**config.mk**
```make
export PLATFORM = sky130hd
export DESIGN_NAME = accum_sample_buffer_flat
export DESIGN_NICKNAME = d
export VERILOG_FILES = /design/src/rtl/accum_sample_buffer_pkg.sv /design/src/rtl/accum_sample_buffer_if.sv /design/src/rtl/accum_fifo_ctrl.sv /design/src/rtl/accum_sample_buffer.sv /design/src/flat_wrapper.sv
export SDC_FILE = /design/constraint.sdc
export NUM_CORES = 1
export LEC_CHECK = 0
export ABC_CLOCK_PERIOD_IN_PS = 2300
export BUFFER_PORTS_ARGS = -buffer_cell sky130_fd_sc_hd__buf_4
export CAP_MARGIN = 40
export CORE_MARGIN = 10
export CORE_UTILIZATION = 52
export CTS_CLUSTER_SIZE = 8
export DETAILED_ROUTE_END_ITERATION = 12
export GPL_TIMING_DRIVEN = 0
export PLACE_DENSITY = 0.75
export REMOVE_ABC_BUFFERS = 1
export SETUP_SLACK_MARGIN = 0.02
export SKIP_LAST_GASP = 1
export SLEW_MARGIN = 25
export SYNTH_ARGS = -nofsm -noshare
export SYNTH_HDL_FRONTEND = slang
export SYNTH_SLANG_ARGS = --single-unit
```
**constraint.sdc**
```tcl
create_clock -name clk -period 2.3 [get_ports clk]
set_input_delay 0.23 -clock clk [delete_from_list [all_inputs] [get_ports clk]]
set_output_delay 0.23 -clock clk [all_outputs]
set_load 0.02 [all_outputs]
```
**src/rtl/accum_sample_buffer_pkg.sv**
```systemverilog
// Shared definitions for the accumulator sample buffer: default widths, entry layout and FIFO op encoding.
package accum_sample_buffer_pkg;

  localparam int ACC_W      = 8;
  localparam int DEPTH_DEF  = 8;
  localparam int DROP_W_DEF = 8;

  // Entry layout {v, c, sum}; offsets are relative to the captured sum width.
  localparam int SUM_LSB = 0;
  localparam int C_REL   = 0;
  localparam int V_REL   = 1;

  typedef enum logic [1:0] {
    OP_NONE = 2'b00,
    OP_POP  = 2'b01,
    OP_PUSH = 2'b10,
    OP_BOTH = 2'b11
  } fifo_op_e;

endpackage

```
**src/rtl/accum_sample_buffer_if.sv**
```systemverilog
// Read-side valid/ready handshake carrying the head snapshot {sum, carry, overflow}.
interface accum_sample_buffer_if #(
  parameter int DATA_W = 8
);
  logic              rd_valid;
  logic              rd_ready;
  logic [DATA_W-1:0] rd_data;
  logic              rd_c;
  logic              rd_v;

  modport master (output rd_valid, output rd_data, output rd_c, output rd_v, input rd_ready);
  modport slave  (input rd_valid, input rd_data, input rd_c, input rd_v, output rd_ready);
endinterface

```
**src/rtl/accum_fifo_ctrl.sv**
```systemverilog
// FIFO bookkeeping: push/pop qualification, wrapping pointers and occupancy count.
module accum_fifo_ctrl
  import accum_sample_buffer_pkg::*;
#(
  parameter int DEPTH  = DEPTH_DEF,
  parameter int ADDR_W = $clog2(DEPTH)
) (
  input  logic              clk,
  input  logic              reset,
  input  logic              sample,
  input  logic              rd_ready,
  output logic              push,
  output logic              pop,
  output logic [ADDR_W-1:0] wr_ptr,
  output logic [ADDR_W-1:0] rd_ptr,
  output logic [ADDR_W:0]   count,
  output logic              full,
  output logic              empty
);

  localparam logic [ADDR_W:0]   CNT_ONE  = (ADDR_W+1)'(1);
  localparam logic [ADDR_W:0]   CNT_FULL = (ADDR_W+1)'(DEPTH);
  localparam logic [ADDR_W-1:0] PTR_ONE  = ADDR_W'(1);

  logic [ADDR_W-1:0] wr_ptr_q, wr_ptr_d;
  logic [ADDR_W-1:0] rd_ptr_q, rd_ptr_d;
  logic [ADDR_W:0]   count_q, count_d;
  fifo_op_e          op;

  assign full  = (count_q == CNT_FULL);
  assign empty = (count_q == '0);

  // A full FIFO still accepts a sample when the head leaves in the same cycle.
  assign pop  = !empty && rd_ready;
  assign push = sample && (!full || pop);

  always_comb begin
    wr_ptr_d = wr_ptr_q;
    rd_ptr_d = rd_ptr_q;
    count_d  = count_q;
    op       = fifo_op_e'({push, pop});
    if (push) wr_ptr_d = wr_ptr_q + PTR_ONE;
    if (pop)  rd_ptr_d = rd_ptr_q + PTR_ONE;
    case (op)
      OP_PUSH: count_d = count_q + CNT_ONE;
      OP_POP:  count_d = count_q - CNT_ONE;
      default: count_d = count_q;
    endcase
  end

  always_ff @(posedge clk or posedge reset) begin
    if (reset) begin
      wr_ptr_q <= '0;
      rd_ptr_q <= '0;
      count_q  <= '0;
    end else begin
      wr_ptr_q <= wr_ptr_d;
      rd_ptr_q <= rd_ptr_d;
      count_q  <= count_d;
    end
  end

  assign wr_ptr = wr_ptr_q;
  assign rd_ptr = rd_ptr_q;
  assign count  = count_q;

endmodule

```
**src/rtl/accum_sample_buffer.sv**
```systemverilog
// Captures accumulator {sum, carry, overflow} snapshots into a FWFT FIFO with sticky flags
// and a saturating dropped-sample counter.
module accum_sample_buffer
  import accum_sample_buffer_pkg::*;
#(
  parameter int DATA_W = ACC_W,
  parameter int DEPTH  = DEPTH_DEF,
  parameter int DROP_W = DROP_W_DEF,
  localparam int ADDR_W = $clog2(DEPTH)
) (
  input  logic                  clk,
  input  logic                  reset,
  input  logic [DATA_W-1:0]     sum_in,
  input  logic                  c_in,
  input  logic                  v_in,
  input  logic                  sample,
  input  logic                  clear_sticky,
  accum_sample_buffer_if.master rd_if,
  output logic [ADDR_W:0]       count,
  output logic                  full,
  output logic                  empty,
  output logic                  sticky_c,
  output logic                  sticky_v,
  output logic [DROP_W-1:0]     drop_cnt
);

  localparam int C_BIT   = DATA_W + C_REL;
  localparam int V_BIT   = DATA_W + V_REL;
  localparam int ENTRY_W = DATA_W + 2;
  localparam logic [DROP_W-1:0] DROP_ONE = DROP_W'(1);

  logic              push, pop;
  logic [ADDR_W-1:0] wr_ptr, rd_ptr;

  logic [ENTRY_W-1:0] mem_q [DEPTH];
  logic [ENTRY_W-1:0] mem_d [DEPTH];
  logic [ENTRY_W-1:0] entry_in, head;
  logic               sticky_c_q, sticky_c_d;
  logic               sticky_v_q, sticky_v_d;
  logic [DROP_W-1:0]  drop_q, drop_d;

  accum_fifo_ctrl #(.DEPTH(DEPTH), .ADDR_W(ADDR_W)) u_ctrl (
    .clk      (clk),
    .reset    (reset),
    .sample   (sample),
    .rd_ready (rd_if.rd_ready),
    .push     (push),
    .pop      (pop),
    .wr_ptr   (wr_ptr),
    .rd_ptr   (rd_ptr),
    .count    (count),
    .full     (full),
    .empty    (empty)
  );

  always_comb begin
    entry_in = '0;
    entry_in[SUM_LSB +: DATA_W] = sum_in;
    entry_in[C_BIT]             = c_in;
    entry_in[V_BIT]             = v_in;
    mem_d = mem_q;
    if (push) mem_d[wr_ptr] = entry_in;
  end

  // Storage has no reset; empty gating below hides stale contents.
  always_ff @(posedge clk) begin
    mem_q <= mem_d;
  end

  always_comb begin
    // A setting sample overrides a same-cycle clear.
    sticky_c_d = (clear_sticky ? 1'b0 : sticky_c_q) | (sample & c_in);
    sticky_v_d = (clear_sticky ? 1'b0 : sticky_v_q) | (sample & v_in);
    drop_d     = drop_q;
    if (sample && full && !pop && (drop_q != '1)) drop_d = drop_q + DROP_ONE;
  end

  always_ff @(posedge clk or posedge reset) begin
    if (reset) begin
      sticky_c_q <= 1'b0;
      sticky_v_q <= 1'b0;
      drop_q     <= '0;
    end else begin
      sticky_c_q <= sticky_c_d;
      sticky_v_q <= sticky_v_d;
      drop_q     <= drop_d;
    end
  end

  assign head           = empty ? '0 : mem_q[rd_ptr];
  assign rd_if.rd_valid = !empty;
  assign rd_if.rd_data  = head[SUM_LSB +: DATA_W];
  assign rd_if.rd_c     = head[C_BIT];
  assign rd_if.rd_v     = head[V_BIT];

  assign sticky_c = sticky_c_q;
  assign sticky_v = sticky_v_q;
  assign drop_cnt = drop_q;

  logic unused_pop;
  assign unused_pop = pop;

endmodule

```
**src/flat_wrapper.sv**
```systemverilog
// flat-port wrapper written by rule: the top's interface ports become plain ports
module accum_sample_buffer_flat import accum_sample_buffer_pkg::*;
#(
  parameter int DATA_W = ACC_W,
  parameter int DEPTH  = DEPTH_DEF,
  parameter int DROP_W = DROP_W_DEF,
  localparam int ADDR_W = $clog2(DEPTH)
)
  (clk, reset, sum_in, c_in, v_in, sample, clear_sticky, count, full, empty, sticky_c, sticky_v, drop_cnt, rd_if_rd_valid, rd_if_rd_data, rd_if_rd_c, rd_if_rd_v, rd_if_rd_ready);
  accum_sample_buffer_if #(.DATA_W(DATA_W)) rd_if_i ();
  input  logic clk;
  input  logic reset;
  input  logic [DATA_W-1:0] sum_in;
  input  logic c_in;
  input  logic v_in;
  input  logic sample;
  input  logic clear_sticky;
  output logic [ADDR_W:0] count;
  output logic full;
  output logic empty;
  output logic sticky_c;
  output logic sticky_v;
  output logic [DROP_W-1:0] drop_cnt;
  output wire logic [$bits(rd_if_i.rd_valid)-1:0] rd_if_rd_valid;
  output wire logic [$bits(rd_if_i.rd_data)-1:0] rd_if_rd_data;
  output wire logic [$bits(rd_if_i.rd_c)-1:0] rd_if_rd_c;
  output wire logic [$bits(rd_if_i.rd_v)-1:0] rd_if_rd_v;
  input wire logic [$bits(rd_if_i.rd_ready)-1:0] rd_if_rd_ready;
  assign rd_if_rd_valid = rd_if_i.rd_valid;
  assign rd_if_rd_data = rd_if_i.rd_data;
  assign rd_if_rd_c = rd_if_i.rd_c;
  assign rd_if_rd_v = rd_if_i.rd_v;
  assign rd_if_i.rd_ready = rd_if_rd_ready;
  accum_sample_buffer #(.DATA_W(DATA_W), .DEPTH(DEPTH), .DROP_W(DROP_W)) u_core (.clk(clk), .reset(reset), .sum_in(sum_in), .c_in(c_in), .v_in(v_in), .sample(sample), .clear_sticky(clear_sticky), .rd_if(rd_if_i), .count(count), .full(full), .empty(empty), .sticky_c(sticky_c), .sticky_v(sticky_v), .drop_cnt(drop_cnt));
endmodule
```
==> metrics.yaml <==
placement:
  place.gp.congestion: 0.728
  place_inst: 371
  place_hpwl_mm: 5.28
  dp_slack_ns: -0.416
  dpl_cell_area_sq_mm: 0.00461
  portBuffers: 41
timing:
  setup_viol: 10
  hold_violations: 0
  finalCritPeriodShare: 1.02
  setup_ws_ns: -0.0546
  finClkSkew_ns: 0.00965
  grt_setup_unrepaired: "true"
  worst_pin_slew_ns: 0.692
  min_period_ns: 2.35
  max_freq_ghz: 0.425
  slew_violations: 0
  slew_headroom: 0.536
critical_path:
  rr_startpoint: "u_core.u_ctrl.count[2]$_DFFE_PP0P_"
  crit_buf_inv: 2
  critPathSlowestCell: "or4_4"
  cp_data_required_time_ns: 2.07
  cp_slowest_stage_delay_ns: 0.59
  crit_arrival_ns: 2.12
  critical-path-top-delay-family: "simple AND/OR/NAND/NOR gates"
  crit_chain: "or4_4 -> buf_12 -> and2_4 -> a22o_1 -> buf_4"
  setup.worst_path.class: "reg -> out"
  crit_start: "u_core.u_ctrl.count[2]$_DFFE_PP0P_"
  crit_path_end: "rd_if_rd_v"
  reg2reg_setup_slack_ns: -0.03
  end_kind: "primary output"
  crit-reg2reg-capture: "u_core.u_ctrl.count[2]$_DFFE_PP0P_"
  crit_fanout: 5
  r2r_cells: 10
  startpoint_type: "register"
  worst-path-stages: 5
synthesis:
  synth_area_leaders: "edfxtp_1 (59%), dfrtp_1 (12%), mux4_2 (11%)"
  ys_seq_area_frac: 0.711
  synth_most_common_cell: "edfxtp_1"
  ys.flop_type: "edfxtp_1"
  synth-seq-cells: 100
  yosys_warnings: 0
  synth_edf_count: 80
  yosys-top-cells-count: "edfxtp_1 (80), dfrtp_1 (20), mux4_2 (20)"
  yosysTopAreaCell: "edfxtp_1"
  synth_top_area_frac: 0.588
  avgSynthCellArea_sq_um: 18.1
  synthCells: 225
  synth.distinct_cells: 40
  async_reset_ff_frac: 0.200
  netlist_area_sq_mm: 0.00408
power_and_ir_drop:
  p_seq_frac: 0.403
  pwr-share-comb: 0.416
  peakVddDrop_v: 0.000623
  clkPwrFrac: 0.182
  p_int_w: 0.00421
  swShare: 0.332
  p_leak_nw: 1.88
  p_switching_w: 0.00209
  power_w: 0.00630
  power_density_mw_per_mm2: 1240
finish:
  instances_no_fill: 404
  drive_gt1_frac: 0.440
  syn2layout_area_growth_pct: 24.7
  final_area_sq_mm: 0.00509
  final_util: 0.662
  fin_nets: 318
  diodes: 0
clock_tree:
  cts_tree: "done"
  htree_levels: 3
  root_buffer: "clkbuf_8"
  clock-sinks: 100
  cts_buffers: 9
  path_clk_slew_ns: 0.09
  clk_latency_ns: 0.36
  clock_path_buffers: 2
drt:
  drt-total-wl_mm: 8.33
  drc: 0
  via_per_inst: 5.65
  drt_iter0_markers: 178
  wl_per_cell_microns: 20.6
  firstDrtPassIters: 4
  drtAntennaViolNets: 0
  vias: 2281
floorplan:
  ios: 42
  coreArea_sq_mm: 0.00769
  die_y_microns: 109
  die_w_microns: 109
  initial_core_util: 0.531
  num_rows: 32
  die-area_sq_mm: 0.0118
grt:
  grt_usage: 0.144
  overflow: 0
  antenna_found_initial: 0
  grt_pass1_vias: 2360
  grt_pass1_wl_mm: 12.8
  grt_max_degree: 21
run_status:
  violations: "setup timing"
  status: "finished with violations"
worst_hold_path:
  hold_path.class: "in -> reg"
job:
  cap_violations: 0
-- cell type report --
class	count	area, sq um
inverters	8	42.5
multi-input cells	113	1220
clock buffers	13	159
repair buffers	65	592
fillers	516	2590
well taps	102	128
clock inverters	3	43.8
flip-flops and latches	100	2910
-- state kept, by name (all words and copies together), names as in the netlist --
name                  count
u_core.u_ctrl.rd_ptr      3
u_core.u_ctrl.count       4
u_core.sticky_v           1
u_core.drop_cnt           8
u_core.sticky_c           1
u_core.mem_q             80
u_core.u_ctrl.wr_ptr      3
-- worst register-to-register path, stage by stage (launching register included) --
cell     delay [ns]
dfrtp_2        0.44
or4_4          0.59
nand2_4        0.11
inv_1          0.08
ha_4           0.18
xor2_1         0.14
ha_2           0.18
a21oi_2        0.11
xor2_1         0.15
nor2_1         0.07
xor2_1         0.16
-- metrics by stage --
step	hold WS [ns]	TNS, ns
3_5_place_dp	0.422	-1.03
2_1_floorplan	0.194	-4.49
6_report	0.0430	-0.226
4_1_cts	0.0355	0
3_3_place_gp	0.418	-42.75
5_1_grt	0.0445	-0.744
-- how the worst min path moves through the flow --
stage	from	cells past startpoint	to
floorplan	reset	1	u_core.drop_cnt[0]$_DFFE_PP0P_
global placement	reset	2	u_core.u_ctrl.count[2]$_DFFE_PP0P_
detailed placement	clear_sticky	2	u_core.sticky_c$_DFF_PP0_
CTS	clear_sticky	2	u_core.sticky_c$_DFF_PP0_
global route	clear_sticky	2	u_core.sticky_c$_DFF_PP0_
finish	clear_sticky	2	u_core.sticky_c$_DFF_PP0_
-- metal layers --
metal | vias to the layer above | track usage | share of wire
li1 | 1033 | - | -
met1 | 1172 | 0.176 | 0.41
met2 | 68 | 0.240 | 0.51
met3 | 8 | 0.0369 | 0.067
met4 | 0 | 0.0584 | 0.010
met5 | - | 0 | 0
-- cell usage in the layout, fill, tap and decap left out, types with 3 or more instances in the layout --
| cell | count |
|---|---|
| buf_4 | 43 |
| buf_8 | 3 |
| xor2_1 | 4 |
| dfrtp_1 | 16 |
| dfrtp_2 | 3 |
| clkbuf_8 | 11 |
| nor3_2 | 4 |
| edfxtp_1 | 80 |
| a22o_1 | 10 |
| ha_1 | 3 |
| mux2_2 | 4 |
| a21oi_1 | 3 |
| nand3_1 | 4 |
| nand2_1 | 10 |
| buf_6 | 15 |
| mux4_2 | 20 |
| nor2_1 | 4 |
| xnor2_1 | 6 |
| nor2b_1 | 3 |
| o21ai_0 | 5 |
| inv_1 | 6 |
| nand2b_1 | 3 |
-- logic make-up (layout without fill, tap and decap cells) --
logic type,Yosys count,count (layout),synth area share
AOI/OAI and AO/OA,25,25,0.0426
and+or+nand+nor,45,47,0.0662
adders and majority gates,6,6,0.0184
muxes,25,25,0.125
xor gates and xnor gates,10,10,0.0215
DFF,100,100,0.711
buffers and inverters,14,89,0.0153
-- power groups by stage --
stage          Clock [W]  Sequential [W]  Combinational (W)
4_1_cts          0.00115         0.00252            0.00244
2_1_floorplan          0         0.00267            0.00123
3_5_place_dp           0         0.00268            0.00208
5_1_grt          0.00123         0.00257            0.00280
6_report         0.00114         0.00254            0.00262
3_3_place_gp           0         0.00269            0.00191
-- what timing repair did --
item,CTS,global route
hold endpoints to repair,0,20
hold buffers,0,1
setup endpoints to repair,32,13
pin swaps,3,6
cloned,0,2
gates resized for setup,19,16
buffers inserted,10,3
(Power assumes the default switching activity.)
